$ cat src/rtl/multicycle_control_fsm.sv
// Multi-cycle control unit: sequences FETCH/DECODE/EXECUTE/MEM/WB for the 16-bit datapath
// and drives its mux selects, ALU operation and write enables.
module multicycle_control_fsm #(
    parameter int unsigned TIMEOUT_CYCLES = 255
) (
    input  logic        clk,
    input  logic        reset,
    input  logic [15:0] instr,
    input  logic        zero,
    input  logic        negative,
    input  logic        mem_ready,
    output logic [1:0]  alu_src_a,
    output logic [1:0]  alu_src_b,
    output logic [2:0]  alu_op,
    output logic        pc_src,
    output logic        pc_write,
    output logic        ir_write,
    output logic        i_or_d,
    output logic        mem_read,
    output logic        mem_write,
    output logic        reg_write,
    output logic        mem_to_reg,
    output logic        halted,
    output logic        bus_error,
    output logic        illegal_op
);

    localparam int unsigned CNT_W = (TIMEOUT_CYCLES > 2) ? $clog2(TIMEOUT_CYCLES) : 1;

    localparam logic [3:0] OP_R    = 4'h0;
    localparam logic [3:0] OP_ADDI = 4'h1;
    localparam logic [3:0] OP_LW   = 4'h2;
    localparam logic [3:0] OP_SW   = 4'h3;
    localparam logic [3:0] OP_BEQ  = 4'h4;
    localparam logic [3:0] OP_BLT  = 4'h5;
    localparam logic [3:0] OP_JMP  = 4'h6;
    localparam logic [3:0] OP_HALT = 4'hF;

    localparam logic [2:0] ALU_ADD = 3'b000;
    localparam logic [2:0] ALU_SUB = 3'b001;

    typedef enum logic [3:0] {
        S_FETCH,
        S_DECODE,
        S_EXEC_R,
        S_EXEC_I,
        S_ALU_WB,
        S_MEM_RD,
        S_MEM_WB,
        S_MEM_WR,
        S_BRANCH,
        S_JUMP,
        S_HALT
    } state_t;

    state_t             state_q, state_d;
    logic [CNT_W-1:0]   cnt_q, cnt_d;
    logic               bus_error_q, bus_error_d;
    logic               waiting;

    logic [3:0] opcode;
    logic [2:0] funct;
    logic       unused_instr;

    assign opcode       = instr[15:12];
    assign funct        = instr[2:0];
    assign unused_instr = &{1'b0, instr[11:3]};

    // State, wait counter and sticky bus error
    always_ff @(posedge clk or posedge reset) begin
        if (reset) begin
            state_q     <= S_FETCH;
            cnt_q       <= '0;
            bus_error_q <= 1'b0;
        end else begin
            state_q     <= state_d;
            cnt_q       <= cnt_d;
            bus_error_q <= bus_error_d;
        end
    end

    // Next state and decoded control outputs
    always_comb begin
        state_d     = state_q;
        cnt_d       = cnt_q;
        bus_error_d = bus_error_q;
        waiting     = 1'b0;
        alu_src_a   = 2'd0;
        alu_src_b   = 2'd0;
        alu_op      = ALU_ADD;
        pc_src      = 1'b0;
        pc_write    = 1'b0;
        ir_write    = 1'b0;
        i_or_d      = 1'b0;
        mem_read    = 1'b0;
        mem_write   = 1'b0;
        reg_write   = 1'b0;
        mem_to_reg  = 1'b0;
        halted      = 1'b0;
        illegal_op  = 1'b0;
        bus_error   = bus_error_q;

        case (state_q)
            S_FETCH: begin
                mem_read  = 1'b1;
                alu_src_b = 2'd1;
                if (mem_ready) begin
                    pc_write = 1'b1;
                    ir_write = 1'b1;
                    state_d  = S_DECODE;
                end else begin
                    waiting = 1'b1;
                end
            end
            S_DECODE: begin
                alu_src_b = 2'd2;
                case (opcode)
                    OP_R:                 state_d = S_EXEC_R;
                    OP_ADDI, OP_LW, OP_SW: state_d = S_EXEC_I;
                    OP_BEQ, OP_BLT:       state_d = S_BRANCH;
                    OP_JMP:               state_d = S_JUMP;
                    OP_HALT:              state_d = S_HALT;
                    default: begin
                        illegal_op = 1'b1;
                        state_d    = S_FETCH;
                    end
                endcase
            end
            S_EXEC_R: begin
                alu_src_a = 2'd2;
                alu_op    = funct;
                state_d   = S_ALU_WB;
            end
            S_EXEC_I: begin
                alu_src_a = 2'd2;
                alu_src_b = 2'd2;
                case (opcode)
                    OP_LW:   state_d = S_MEM_RD;
                    OP_SW:   state_d = S_MEM_WR;
                    OP_ADDI: state_d = S_ALU_WB;
                    default: state_d = S_FETCH;
                endcase
            end
            S_ALU_WB: begin
                reg_write = 1'b1;
                state_d   = S_FETCH;
            end
            S_MEM_RD: begin
                mem_read = 1'b1;
                i_or_d   = 1'b1;
                if (mem_ready) state_d = S_MEM_WB;
                else           waiting = 1'b1;
            end
            S_MEM_WB: begin
                reg_write  = 1'b1;
                mem_to_reg = 1'b1;
                state_d    = S_FETCH;
            end
            S_MEM_WR: begin
                mem_write = 1'b1;
                i_or_d    = 1'b1;
                if (mem_ready) state_d = S_FETCH;
                else           waiting = 1'b1;
            end
            S_BRANCH: begin
                alu_src_a = 2'd2;
                alu_op    = ALU_SUB;
                pc_src    = 1'b1;
                pc_write  = (opcode == OP_BEQ) ? zero : negative;
                state_d   = S_FETCH;
            end
            S_JUMP: begin
                alu_src_a = 2'd3;
                alu_src_b = 2'd2;
                pc_write  = 1'b1;
                state_d   = S_FETCH;
            end
            S_HALT: begin
                halted = 1'b1;
            end
            default: state_d = S_FETCH;
        endcase

        // A late mem_ready on the last allowed cycle completes normally
        if (waiting) begin
            if (cnt_q == CNT_W'(TIMEOUT_CYCLES - 1)) begin
                bus_error_d = 1'b1;
                state_d     = S_HALT;
            end else begin
                cnt_d = cnt_q + CNT_W'(1);
            end
        end
        if (state_d != state_q) cnt_d = '0;

        // Nothing may strobe while reset is held, even though the state already reads FETCH
        if (reset) begin
            alu_src_a  = 2'd0;
            alu_src_b  = 2'd0;
            alu_op     = ALU_ADD;
            pc_src     = 1'b0;
            pc_write   = 1'b0;
            ir_write   = 1'b0;
            i_or_d     = 1'b0;
            mem_read   = 1'b0;
            mem_write  = 1'b0;
            reg_write  = 1'b0;
            mem_to_reg = 1'b0;
            halted     = 1'b0;
            illegal_op = 1'b0;
            bus_error  = 1'b0;
        end
    end

endmodule
$ cat config.mk
export PLATFORM = sky130hd
export DESIGN_NAME = multicycle_control_fsm
export DESIGN_NICKNAME = d
export VERILOG_FILES = /design/src/rtl/multicycle_control_fsm.sv
export SDC_FILE = /design/constraint.sdc
export NUM_CORES = 1
export LEC_CHECK = 0
export ABC_AREA = 1
export CORE_ASPECT_RATIO = 1.75
export CORE_MARGIN = 4
export CORE_UTILIZATION = 50
export CTS_CLUSTER_SIZE = 28
export DETAILED_ROUTE_END_ITERATION = 12
export GPL_TIMING_DRIVEN = 0
export HOLD_SLACK_MARGIN = 0.15
export PLACE_DENSITY_LB_ADDON = 0.05
export SLEW_MARGIN = 20
export SYNTH_ARGS = -nofsm -noshare
export SYNTH_HDL_FRONTEND = slang
export SYNTH_SLANG_ARGS = --single-unit
$ cat constraint.sdc
create_clock -name clk -period 2.4 [get_ports clk]
set_input_delay 0.48 -clock clk [delete_from_list [all_inputs] [get_ports clk]]
set_output_delay 0.48 -clock clk [all_outputs]
set_load 0.01 [all_outputs]
# ---- Word level (Yosys, flattened, before mapping)
# Index checks and enable logic that the tools add are counted.
dict set report word_totals {
  regBits 13
  inputBits 21
  out_inout_bits 18
  elab_cells 81
}
dict set report op_classes {
  addsub 1
  eq_ne 20
  muxes 43
  n_reduce_logical 14
}
# cell count
set op_table {}
lappend op_table {{4-bit by 3-bit == test with 1-bit output (second input constant)} 7}
lappend op_table {{4-bit case mux with 7 select lines} 1}
lappend op_table {{1-bit two-way mux} 25}
lappend op_table {{8-bit two-way mux} 3}
lappend op_table {{4-bit two-way mux} 5}
lappend op_table {{4-bit case mux with 5 select lines} 1}
lappend op_table {{4-bit by 2-bit == test with 1-bit output (second input constant)} 4}
lappend op_table {{4-bit == test (second input constant)} 4}
lappend op_table {{3-bit OR reduction} 4}
lappend op_table {{3-bit case mux with 3 select lines} 1}
lappend op_table {{8-bit by 1-bit adder with 8-bit output (second input constant)} 1}
lappend op_table {{4-bit by 1-bit == test with 1-bit output (second input constant)} 2}
lappend op_table {{8-bit == test (second input constant)} 1}
lappend op_table {{4-bit zero test} 2}
lappend op_table {{2-bit case mux with 2 select lines} 2}
lappend op_table {{2-bit OR reduction} 4}
lappend op_table {{8-bit OR reduction} 1}
lappend op_table {{3-bit case mux with 2 select lines} 1}
lappend op_table {{2-bit two-way mux} 2}
lappend op_table {{4-bit inequality test} 1}
lappend op_table {{2-bit AND reduction} 2}
lappend op_table {{3-bit two-way mux} 1}
lappend op_table {{1-bit case mux with 3 select lines} 1}
lappend op_table {{2-bit by 1-bit inequality test with 1-bit output (second input constant)} 1}
lappend op_table {{2-bit nonzero test} 1}

# ---- Logic depth before layout (Yosys ltp)
# Gate-level depths: netlist of run 1.
dict set report depth {
  ltp_word 9
  ltp_mapped 11
  mapped_depth_nobuf 11
}

# ---- Worst setup path before layout of run 1
# Ideal clock, no wire load.
dict set report synth_timing {
  path_kind {register -> output}
  from {register state_q[0]}
  to {output pc_write}
  t_arrival_ps 1181
  required_ps 1920
  slack_ps 739
  stages_incl_launch_ff 9
  path_buffers 1
  cell_sequence {dfrtp_1 -> buf_6 -> nor2_4 -> inv_1 -> nor2_1 -> o21ai_0 -> o211ai_1 -> nand2_1 -> inv_1}
}
dict set report synth_between {
  elab_chain_cells 3
  word_cells_on_any_way 5
  cone_classes {2 x eq/ne; 2 x mux; 1 x reduce/logical}
}
# element line
set synth_lines {}
lappend synth_lines {{from (decl)} 56} ;# state_t state_q, state_d;
lappend synth_lines {{from (signal assigned)} 76} ;# state_q <= state_d;
lappend synth_lines {{4-bit == test / 4-bit zero test (equally long branches)} 103} ;# case (state_q)
lappend synth_lines {{1-bit case mux with 3 select lines *} 103}
lappend synth_lines {{1-bit two-way mux *} 196} ;# if (reset) begin
lappend synth_lines {{to (decl)} 16} ;# output logic pc_write,
# Every way passes the cells marked *; elsewhere a longest branch is shown, timed or not.

# ---- Worst setup path after layout of run 1
dict set report layout_timing {
  from {input instr[12]}
  to {output pc_write}
}
dict set report layout_between {
  elab_chain_cells 4
}
# element line
set layout_lines {}
lappend layout_lines {{from (decl)} 8} ;# input logic [15:0] instr,
lappend layout_lines {{4-bit by 3-bit == test with 1-bit output} 169} ;# pc_write = (opcode == OP_BEQ) ? zero : negative;
lappend layout_lines {{1-bit two-way mux} 169}
lappend layout_lines {{1-bit case mux with 3 select lines} 103}
lappend layout_lines {{1-bit two-way mux} 196}
# No other way between the ends.

==> results of run 1 <==
-- report_power, final --
part           total [uW]  leakage [uW]  internal (uW)  switching [uW]
Sequential            303      0.000171            257            45.8
Clock                 190     0.0000228            117            72.6
Combinational         808      0.000717            299             509
-- repair_timing --
action	CTS	global route
cloned	0	0
buffers inserted	2	4
pin swaps	0	1
resized for setup	18	12
endpoints found under the setup margin	12	13
-- area by class of cell --
| class | count | area, sq um |
|---|---|---|
| flip-flops and latches | 13 | 327 |
| fillers | 203 | 629 |
| repair buffers | 35 | 344 |
| multi-input cells | 138 | 802 |
| clock buffers | 4 | 45.0 |
| plain buffers | 2 | 18.8 |
| well taps | 25 | 31.3 |
| inverters | 27 | 105 |
-- critical path, delay by kind of cell --
family	cells	cell delay [ns]
buf+inv	3	0.78
simple gates	3	0.31
compound gates	2	0.22
-- stage by stage --
step	util, %	cells	hold WS [ns]	setup slack, ns
after detailed placement	66.7	234	0.439	-0.398
after global routing	72.7	244	0.465	-0.0125
after CTS	70.2	240	0.452	0.00476
after floorplan	-	180	0.381	0.739
final	72.7	244	0.442	0.111
after global placement	66.7	234	0.436	-0.371
-- cell families (layout without fill, tap and decap cells) --
logic type	after synthesis	count (layout)	share of synthesized area, %
AO/OA/AOI/OAI	14	14	8.56
adder cells (fa/ha/maj)	2	2	2.06
XOR/XNOR	5	5	3.61
buffers and inverters	29	68	9.59
flip-flops	13	13	26.8
AND/OR/NAND/NOR	117	117	49.4
-- registers in the layout, summed over array words and instances (netlist names) --
register     cells
bus_error_q      1
state_q          4
cnt_q            8
-- layer usage --
layer | part of all wire, % | track usage (%) | routed length, um | up-vias
met5 | 0 | 0 | 0 | -
met4 | 4.1 | 12.1 | 127 | 0
met3 | 5.2 | 2.47 | 159 | 12
met2 | 56 | 39.7 | 1720 | 34
met1 | 35 | 22.9 | 1060 | 576
li1 | - | - | - | 649
-- how the worst max path moves through the flow --
stage / startpoint / to / slack (ns) / depth (start not counted)
6_report: instr[12] / pc_write / 0.11 / 8
5_1_grt: instr[12] / pc_write / -0.01 / 8
4_1_cts: reset / mem_to_reg / 0.005 / 5
3_5_place_dp: reset / alu_src_b[1] / -0.40 / 5
3_3_place_gp: reset / illegal_op / -0.37 / 5
2_1_floorplan: state_q[0] / pc_write / 0.74 / 8
-- placed cells by master (no fill, tap or decap), drive strengths merged --
master         synthesis  routed
a21oi                  5       5
a31oi                  1       1
and3                   1       1
buf                    1       8
clkbuf                 1       4
clkdlybuf4s50          0      15
clkinvlp               0       1
dfrtp                 13      13
dlygate4sd2            0       7
dlymetal6s2s           0       7
ha                     2       2
inv                   27      26
nand2                 54      54
nand3                 14      14
nand3b                 2       2
nand4                  3       3
nor2                  33      33
nor3                  10      10
o2111ai                2       2
o211ai                 1       1
o21ai                  5       5
xor2                   5       5
==> impl_metrics.csv, run 1 <==
group,metric,value,unit
outcome,outcome,"finished clean",
worst_setup_path,critPathKind,"input pin to output port",
worst_setup_path,r2r_start,"cnt_q[0]",
clocking,clock_path_buffers,2,
flow_run,cap_violations,0,
global_route,first_global_vias,1335,
timing,slew_headroom,81.0,%
floorplanning,fp.dieW,45.2,um
timing,slew_viol_final,0,
clocking,cts_tree,"done",
synth,syn-cell-area,1210,sq um
worst_setup_path,r2r_cells,10,
clocking,clkTransAtPathRegs,0.05,ns
worst_setup_path,critical_path.max_fanout,5,
synth,ys_ff_latch,13,
placed_design,port_buffers,29,
global_route,grt_max_degree,13,
routing,wl_per_cell,12.6,um
floorplanning,io_pins,39,
final_layout,diodes,0,
timing,finalCritPeriodShare,95.4,%
clocking,insertion_delay,0.24,ns
final_layout,final_net_count,243,
routing,viasPerCell,5.21,
synth,yosys.cell_count.top_type,"nand2_1",
synth,synth_seq_area_share,26.8,%
floorplanning,core.rowCount,23,
floorplanning,initial_core_util,52.7,%
timing,rsz0062_at_grt,"yes",
final_layout,final_area,1670,sq um
synth,avgSynthCellArea,6.74,sq um
placed_design,dp_hpwl,2.56,mm
synth,yosysUniqueCellTypes,28,
worst_setup_path,crit_slowest_cell,"clkdlybuf4s50_1",
worst_setup_path,path_cells,"clkdlybuf4s50_1 -> nor2_2 -> nand2_1 -> o21ai_1 -> o211ai_1 -> nand2_1 -> inv_1 -> dlygate4sd2_1",
synth,yosys-top-cells-count,"46 x nand2_1, 25 x nor2_1, 23 x inv_1",
synth,synth_warnings,0,
timing,hold_viol,0,
synth,synth-async-reset-ratio,100,%
routing,drtIter0Drc,24,
synth,synth.area.top_cells,"dfrtp_1 27%, nand2_1 14%, nor2_1 7.7%",
routing,ant_nets,0,
clocking,htreeDepth,1,
floorplanning,die_h,73.2,um
routing,drc,0,
synth,synthCells,180,
worst_setup_path,crit_path_max_incr_delay,0.48,ns
floorplanning,core_area,2300,sq um
global_route,antenna_found_initial,0,
synth,synth-edff-count,0,
worst_setup_path,rr_endpoint,"cnt_q[2]",
hold_path,hp-class,"input pin to asynchronous set/reset pin",
timing,setup_violations,0,
pwr,total_power,1300,uW
routing,via_count,1271,
worst_setup_path,critPathLaunchType,"input pin",
synth,synthDominantAreaCellType,"dfrtp_1",
worst_setup_path,arrival,1.81,ns
timing,clock_skew,0.00125,ns
worst_setup_path,rrSetupSlack,0.68,ns
timing,fmax,437,MHz
timing,fin_tns_setup,0,ns
routing,first_pass_iters,4,
worst_setup_path,critPathCaptureType,"output port",
timing,worst_slew_pin_slew,0.285,ns
pwr,leakagePower,0.000912,uW
floorplanning,dieArea,3310,sq um
synth,synth_top_area_share,26.8,%
pwr,power_density,777,nW/um^2
placed_design,placed_area,1540,sq um
placed_design,place.gp.congestion,0.863,
clocking,ctsHoldBuffers,0,
worst_setup_path,worstPathRequired,1.92,ns
synth,ys.flop_type,"dfrtp_1",
synth,syn_nets,203,
final_layout,syn2layout_area_growth,37.8,%
clocking,cts_sinks,13,
global_route,gr-usage-all-layers,21.8,%
clocking,root_buffer,"clkbuf_8",
timing,min_period,2.29,ns
clocking,cts_buffers,3,
global_route,grt_overflow_total,0,
final_layout,drive_gt1_share,23.7,%
routing,wl,3.07,mm
pwr,max-vdd-ir-drop,0.480,mV
global_route,grt_pass1_wl,5.53,mm
worst_setup_path,worst_path_most_repeated_cell,"nand2_1",
No activity file was read; power rests on OpenSTA's default activity.
==> inputs of run 2 (changes only) <==
--- a/config.mk
+++ b/config.mk
@@ -13,7 +13,8 @@
 export DETAILED_ROUTE_END_ITERATION = 12
 export GPL_TIMING_DRIVEN = 0
 export HOLD_SLACK_MARGIN = 0.15
-export PLACE_DENSITY_LB_ADDON = 0.05
+export MAX_ROUTING_LAYER = met4
+export PLACE_DENSITY = 0.86
 export SLEW_MARGIN = 20
 export SYNTH_ARGS = -nofsm -noshare
 export SYNTH_HDL_FRONTEND = slang
==> run 2 against run 1 <==
Against the previous run: sequential cell count is the same; register-to-register slack lost 0.06 ns; design area shrank 0.67%; combinational power grew 1%; via count shrank 0.39%; clock skew grew 0.0026 ns; clock power grew 3%; highest routed layer unchanged; largest power group unchanged; critical endpoint is now ir_write; worst setup slack lost 0.012 ns; utilization shrank 0.49 points; wire length grew 3.9%.
==> impl_metrics.csv, run 2 (synthesis results as in run 1) <==
group,metric,value,unit
timing,fmax,435,MHz
routing,viasPerCell,5.28,
routing,wl_per_cell,13.3,um
clocking,cts_sinks,13,
timing,fin_tns_setup,0,ns
global_route,grt_overflow_total,0,
worst_setup_path,critPathKind,"input pin to output port",
pwr,p_int,677,uW
timing,setup_violations,0,
floorplanning,core.rowCount,23,
routing,drc,0,
clocking,cts_tree,"done",
timing,finalCritPeriodShare,95.9,%
timing,clock_skew,0.00381,ns
pwr,swShare,48.9,%
hold_path,hp-class,"input pin to asynchronous set/reset pin",
worst_setup_path,critPathCaptureType,"output port",
global_route,grt_max_degree,14,
floorplanning,io_pins,39,
pwr,p_seq_share,23.3,%
timing,min_period,2.30,ns
worst_setup_path,path_cells,"clkdlybuf4s50_1 -> nand3_2 -> nor2_1 -> clkdlybuf4s50_1",
final_layout,reg_top3,"cnt_q (8), state_q (4), bus_error_q (1)",
pwr,total_power,1320,uW
worst_setup_path,worst_path_most_repeated_cell,"clkdlybuf4s50_1",
routing,via_count,1266,
clocking,htreeDepth,1,
floorplanning,initial_core_util,52.7,%
global_route,grt.busiest_layer,"met2",
final_layout,largest_reg_flops,8,
placed_design,port_buffers,29,
pwr,max-vdd-ir-drop,0.560,mV
pwr,p_sw,646,uW
worst_setup_path,critical_path.max_fanout,4,
pwr,p_clk_share,14.8,%
floorplanning,fp.dieW,45.2,um
worst_setup_path,worstPathRequired,1.92,ns
timing,slew_viol_final,0,
routing,drtIter0Drc,21,
final_layout,fin_util,72.2,%
final_layout,final_cell_mix,"46 x nand2_1, 22 x inv_1, 19 x nor2_1, 16 x clkdlybuf4s50_1, 11 x dfrtp_1",
global_route,gr-usage-met1,23.7,%
clocking,ctsHoldBuffers,0,
global_route,grt_pass1_wl,5.51,mm
worst_setup_path,arrival,1.82,ns
final_layout,final_common_cell,"nand2_1",
timing,worst_slew_pin_slew,0.316,ns
timing,hold_viol,0,
clocking,clock_path_buffers,2,
placed_design,dp_hpwl,2.58,mm
clocking,cts_buffers,3,
pwr,leakagePower,0.000897,uW
worst_setup_path,crit_path_max_incr_delay,0.57,ns
clocking,clkTransAtPathRegs,0.05,ns
final_layout,syn2layout_area_growth,36.9,%
worst_setup_path,crit_slowest_cell,"clkdlybuf4s50_1",
timing,slew_headroom,78.9,%
global_route,use_met2,37.5,%
global_route,use_met3,3.70,%
final_layout,regMostFlops,"cnt_q",
global_route,gr-usage-all-layers,23.0,%
routing,ant_nets,0,
floorplanning,core_area,2300,sq um
clocking,root_buffer,"clkbuf_8",
placed_design,place.gp.congestion,0.869,
routing,first_pass_iters,4,
floorplanning,dieArea,3310,sq um
pwr,power.share.combinational,61.9,%
final_layout,diodes,0,
floorplanning,die_h,73.2,um
final_layout,drive_gt1_share,22.8,%
clocking,insertion_delay,0.25,ns
worst_setup_path,critPathLaunchType,"input pin",
outcome,outcome,"finished clean",
timing,rsz0062_at_grt,"no",
global_route,antenna_found_initial,0,
routing,wl,3.19,mm
final_layout,final_net_count,239,
pwr,power_density,796,nW/um^2
global_route,first_global_vias,1276,
flow_run,cap_violations,0,
-- run 2: worst max-delay path, delay by kind of cell --
family | cells | cell delay (ns)
buffers and inverters | 2 | 1.11
AND/OR/NAND/NOR | 2 | 0.23
-- run 2: stage by stage --
step / setup WS [ns] / cell area, sq um / cells / hold WS, ns
floorplan: 0.739 / 1210 / 180 / 0.381
detailed placement: -0.397 / 1540 / 234 / 0.446
finish: 0.0989 / 1660 / 240 / 0.437
global placement: -0.392 / 1540 / 234 / 0.434
global route: 0.00710 / 1660 / 240 / 0.457
CTS: -0.0458 / 1620 / 239 / 0.459
-- run 2: power by group through the flow --
stage / registers (uW) / logic, uW / clock network, uW
2_1_floorplan: 293 / 564 / 0
3_3_place_gp: 302 / 773 / 0
3_5_place_dp: 304 / 791 / 0
4_1_cts: 306 / 810 / 199
5_1_grt: 314 / 914 / 207
6_report: 308 / 819 / 196
-- run 2: repair_timing --
action / CTS / global route
gates cloned: 0 / 0
pin swaps: 0 / 1
resized for setup: 17 / 15
setup endpoints to repair: 13 / 14
setup buffers: 1 / 1
-- run 2: layout make-up --
| type | count | area, sq um |
|---|---|---|
| plain buffers | 2 | 18.8 |
| clock buffers | 4 | 45.0 |
| fillers | 188 | 641 |
| inverters | 27 | 108 |
| multi-input cells | 138 | 812 |
| flip-flops and latches | 13 | 328 |
| well taps | 25 | 31.3 |
| repair buffers | 31 | 319 |
-- run 2: layer usage --
metal	wire length [um]	vias up	share of wire, %
met3	205	17	6.4
met5	0	-	0
met1	1100	567	34
li1	-	643	-
met4	206	0	6.5
met2	1680	39	53
-- run 2: path summary, 6_finish.rpt --
path / slack (ns) / cells past startpoint / to / from
min in group clk: 0.45 / 2 / bus_error_q / bus_error_q
hold / removal: 0.44 / 3 / state_q[2] / reset
setup reg to reg: 0.62 / 10 / cnt_q[3] / state_q[2]
hold reg to reg: 0.45 / 2 / bus_error_q / bus_error_q
max in group asynchronous: 1.78 / 3 / state_q[1] / reset
setup / recovery: 0.1 / 4 / ir_write / mem_ready
==> inputs of run 3 (changes only) <==
--- a/config.mk
+++ b/config.mk
@@ -6,15 +6,14 @@
 export NUM_CORES = 1
 export LEC_CHECK = 0
 export ABC_AREA = 1
-export CORE_ASPECT_RATIO = 1.75
 export CORE_MARGIN = 4
-export CORE_UTILIZATION = 50
+export CORE_UTILIZATION = 55
 export CTS_CLUSTER_SIZE = 28
 export DETAILED_ROUTE_END_ITERATION = 12
-export GPL_TIMING_DRIVEN = 0
+export DONT_BUFFER_PORTS = 1
 export HOLD_SLACK_MARGIN = 0.15
 export MAX_ROUTING_LAYER = met4
-export PLACE_DENSITY = 0.86
+export PLACE_DENSITY = 0.7
 export SLEW_MARGIN = 20
 export SYNTH_ARGS = -nofsm -noshare
 export SYNTH_HDL_FRONTEND = slang
==> run 3 against run 2 <==
Against the previous run: via count fell by 12%; worst setup slack improved by 0.11 ns; sequential cell count did not move; non-clock buffer count is 31 lower; die area is 8.7% lower; total power decreased by 19%; fmax grew 4.8%; utilization fell by 9.1 points; critical path type unchanged; critical endpoint is now illegal_op; largest cell class unchanged.
==> impl_metrics.csv, run 3 (synthesis results as in run 1) <==
group,metric,value,unit
outcome,outcome,"finished clean",
floorplanning,initial_core_util,60.0,%
timing,slew_headroom,68.6,%
final_layout,drive_gt1_share,19.6,%
placed_design,port_buffers,0,
floorplanning,core.rowCount,16,
timing,hold_viol,0,
routing,first_pass_iters,4,
timing,worst_slew_pin_slew,0.470,ns
pwr,power_density,843,nW/um^2
routing,wl,2.62,mm
global_route,grt_overflow_total,0,
clocking,root_buffer,"clkbuf_4",
final_layout,diodes,0,
floorplanning,core_area,2020,sq um
timing,finalCritPeriodShare,91.5,%
final_layout,reg_top3,"cnt_q (8), state_q (4), bus_error_q (1)",
timing,min_period,2.20,ns
timing,clock_skew,0.00339,ns
floorplanning,die_h,55.0,um
worst_setup_path,critPathLaunchType,"input pin",
worst_setup_path,critPathCaptureType,"output port",
routing,ant_nets,0,
final_layout,final_common_cell,"nand2_1",
floorplanning,fp.dieW,55.0,um
final_layout,final_net_count,208,
clocking,cts_buffers,3,
final_layout,final_cell_mix,"46 x nand2_1, 25 x nor2_1, 23 x inv_1, 13 x dfrtp_1, 10 x nand3_1",
worst_setup_path,cp_num_buf_inv,2,
clocking,clock_path_buffers,2,
final_layout,instances_no_fill,211,
worst_setup_path,critical_path.max_fanout,13,
floorplanning,dieArea,3020,sq um
worst_setup_path,path_cells,"dlygate4sd3_1 -> inv_1 -> o2111ai_1 -> nor2_1",
hold_path,hp-class,"input pin to flop",
routing,viasPerCell,5.26,
timing,fmax,455,MHz
floorplanning,io_pins,39,
final_layout,regMostFlops,"cnt_q",
global_route,grt_pass1_wl,4.51,mm
global_route,gr-usage-all-layers,21.4,%
worst_setup_path,crit_family,"buffers and inverters",
timing,setup_violations,0,
pwr,total_power,1080,uW
final_layout,largest_reg_flops,8,
routing,drtIter0Drc,17,
clocking,post_cts_resized,0,
final_layout,fin_util,63.1,%
global_route,antenna_found_initial,0,
clocking,cts_sinks,13,
worst_setup_path,crit_slowest_cell,"dlygate4sd3_1",
clocking,clkTransAtPathRegs,0.07,ns
clocking,insertion_delay,0.27,ns
placed_design,place.gp.congestion,0.972,
timing,rsz0062_at_grt,"no",
timing,fin_tns_setup,0,ns
final_layout,syn2layout_area_growth,5.15,%
worst_setup_path,crit_path_max_incr_delay,0.54,ns
global_route,grt_max_degree,14,
timing,slew_viol_final,0,
routing,via_count,1109,
placed_design,dp_hpwl,2.17,mm
worst_setup_path,arrival,1.72,ns
routing,wl_per_cell,12.4,um
pwr,max-vdd-ir-drop,0.514,mV
worst_setup_path,critPathKind,"input pin to output port",
clocking,htreeDepth,1,
placed_design,dp_cells,206,
routing,drc,0,
global_route,first_global_vias,1045,
worst_setup_path,worstPathRequired,1.92,ns
clocking,cts_tree,"done",
pwr,leakagePower,0.000643,uW
flow_run,cap_violations,0,
-- run 3: changes by cell type in the layout (fill, tap and decap cells not counted), moves of 2 or more --
cell / change
nor2_1: +6
dfrtp_2: -2
dlygate4sd2_1: -5
dfrtp_1: +2
buf_4: -2
nor2_4: -4
nor2_2: -2
dlymetal6s2s_1: -8
clkbuf_4: +3
clkbuf_8: -3
clkdlybuf4s50_1: -16
-- run 3: cell type report --
class,instances,area (sq um)
Clock buffer,4,26.3
Fill cell,211,746
Inverter,27,101
Multi-Input combinational cell,138,772
Sequential cell,13,325
Tap cell,27,33.8
Timing Repair Buffer,2,17.5
-- run 3: power by group --
group / internal [uW] / switching (uW)
clock network: 64.3 / 63.5
registers: 255 / 68.4
logic: 191 / 434
total: 510 / 566
-- run 3: final timing paths --
| check | from | end | cells past startpoint | slack, ns |
|---|---|---|---|---|
| worst max-delay path | reset | illegal_op | 4 | 0.20 |
| worst min-delay path | mem_ready | state_q[1] | 4 | 0.44 |
| worst max register to register | state_q[0] | cnt_q[2] | 7 | 0.60 |
| worst min register to register | bus_error_q | bus_error_q | 2 | 0.45 |
| max in group asynchronous | reset | cnt_q[1] | 3 | 1.31 |
| min in group asynchronous | reset | state_q[1] | 2 | 0.64 |
-- run 3: what timing repair did --
| action | in CTS | in global routing |
|---|---|---|
| buffers inserted | 0 | 0 |
| endpoints found under the setup margin | 0 | 0 |
| hold endpoints to repair | 6 | 0 |
| hold buffers | 1 | 0 |
-- run 3: worst register-to-register path: cells and delay by family (launching register included) --
| kind | cells | cell delay [ns] |
|---|---|---|
| buf+inv | 1 | 0.13 |
| flops | 1 | 0.64 |
| simple gates | 4 | 0.54 |
| xor+xnor | 1 | 0.16 |
| compound gates | 1 | 0.26 |
-- run 3: stage by stage --
step | instance area (sq um) | setup slack (ns) | hold slack, ns
2_1_floorplan | 1210 | 0.739 | 0.381
5_1_grt | 1280 | 0.0814 | 0.446
4_1_cts | 1280 | 0.166 | 0.436
6_report | 1280 | 0.204 | 0.444
3_5_place_dp | 1240 | 0.548 | 0.377
3_3_place_gp | 1240 | 0.557 | 0.376
-- run 3: routing by layer --
layer  track usage, %  vias up  share of wire, %
li1                 -      581                 -
met1             28.4      494                47
met2             33.9       34                45
met3             5.63        0               7.6
met4             2.43        0                 0
met5                -        -                 0
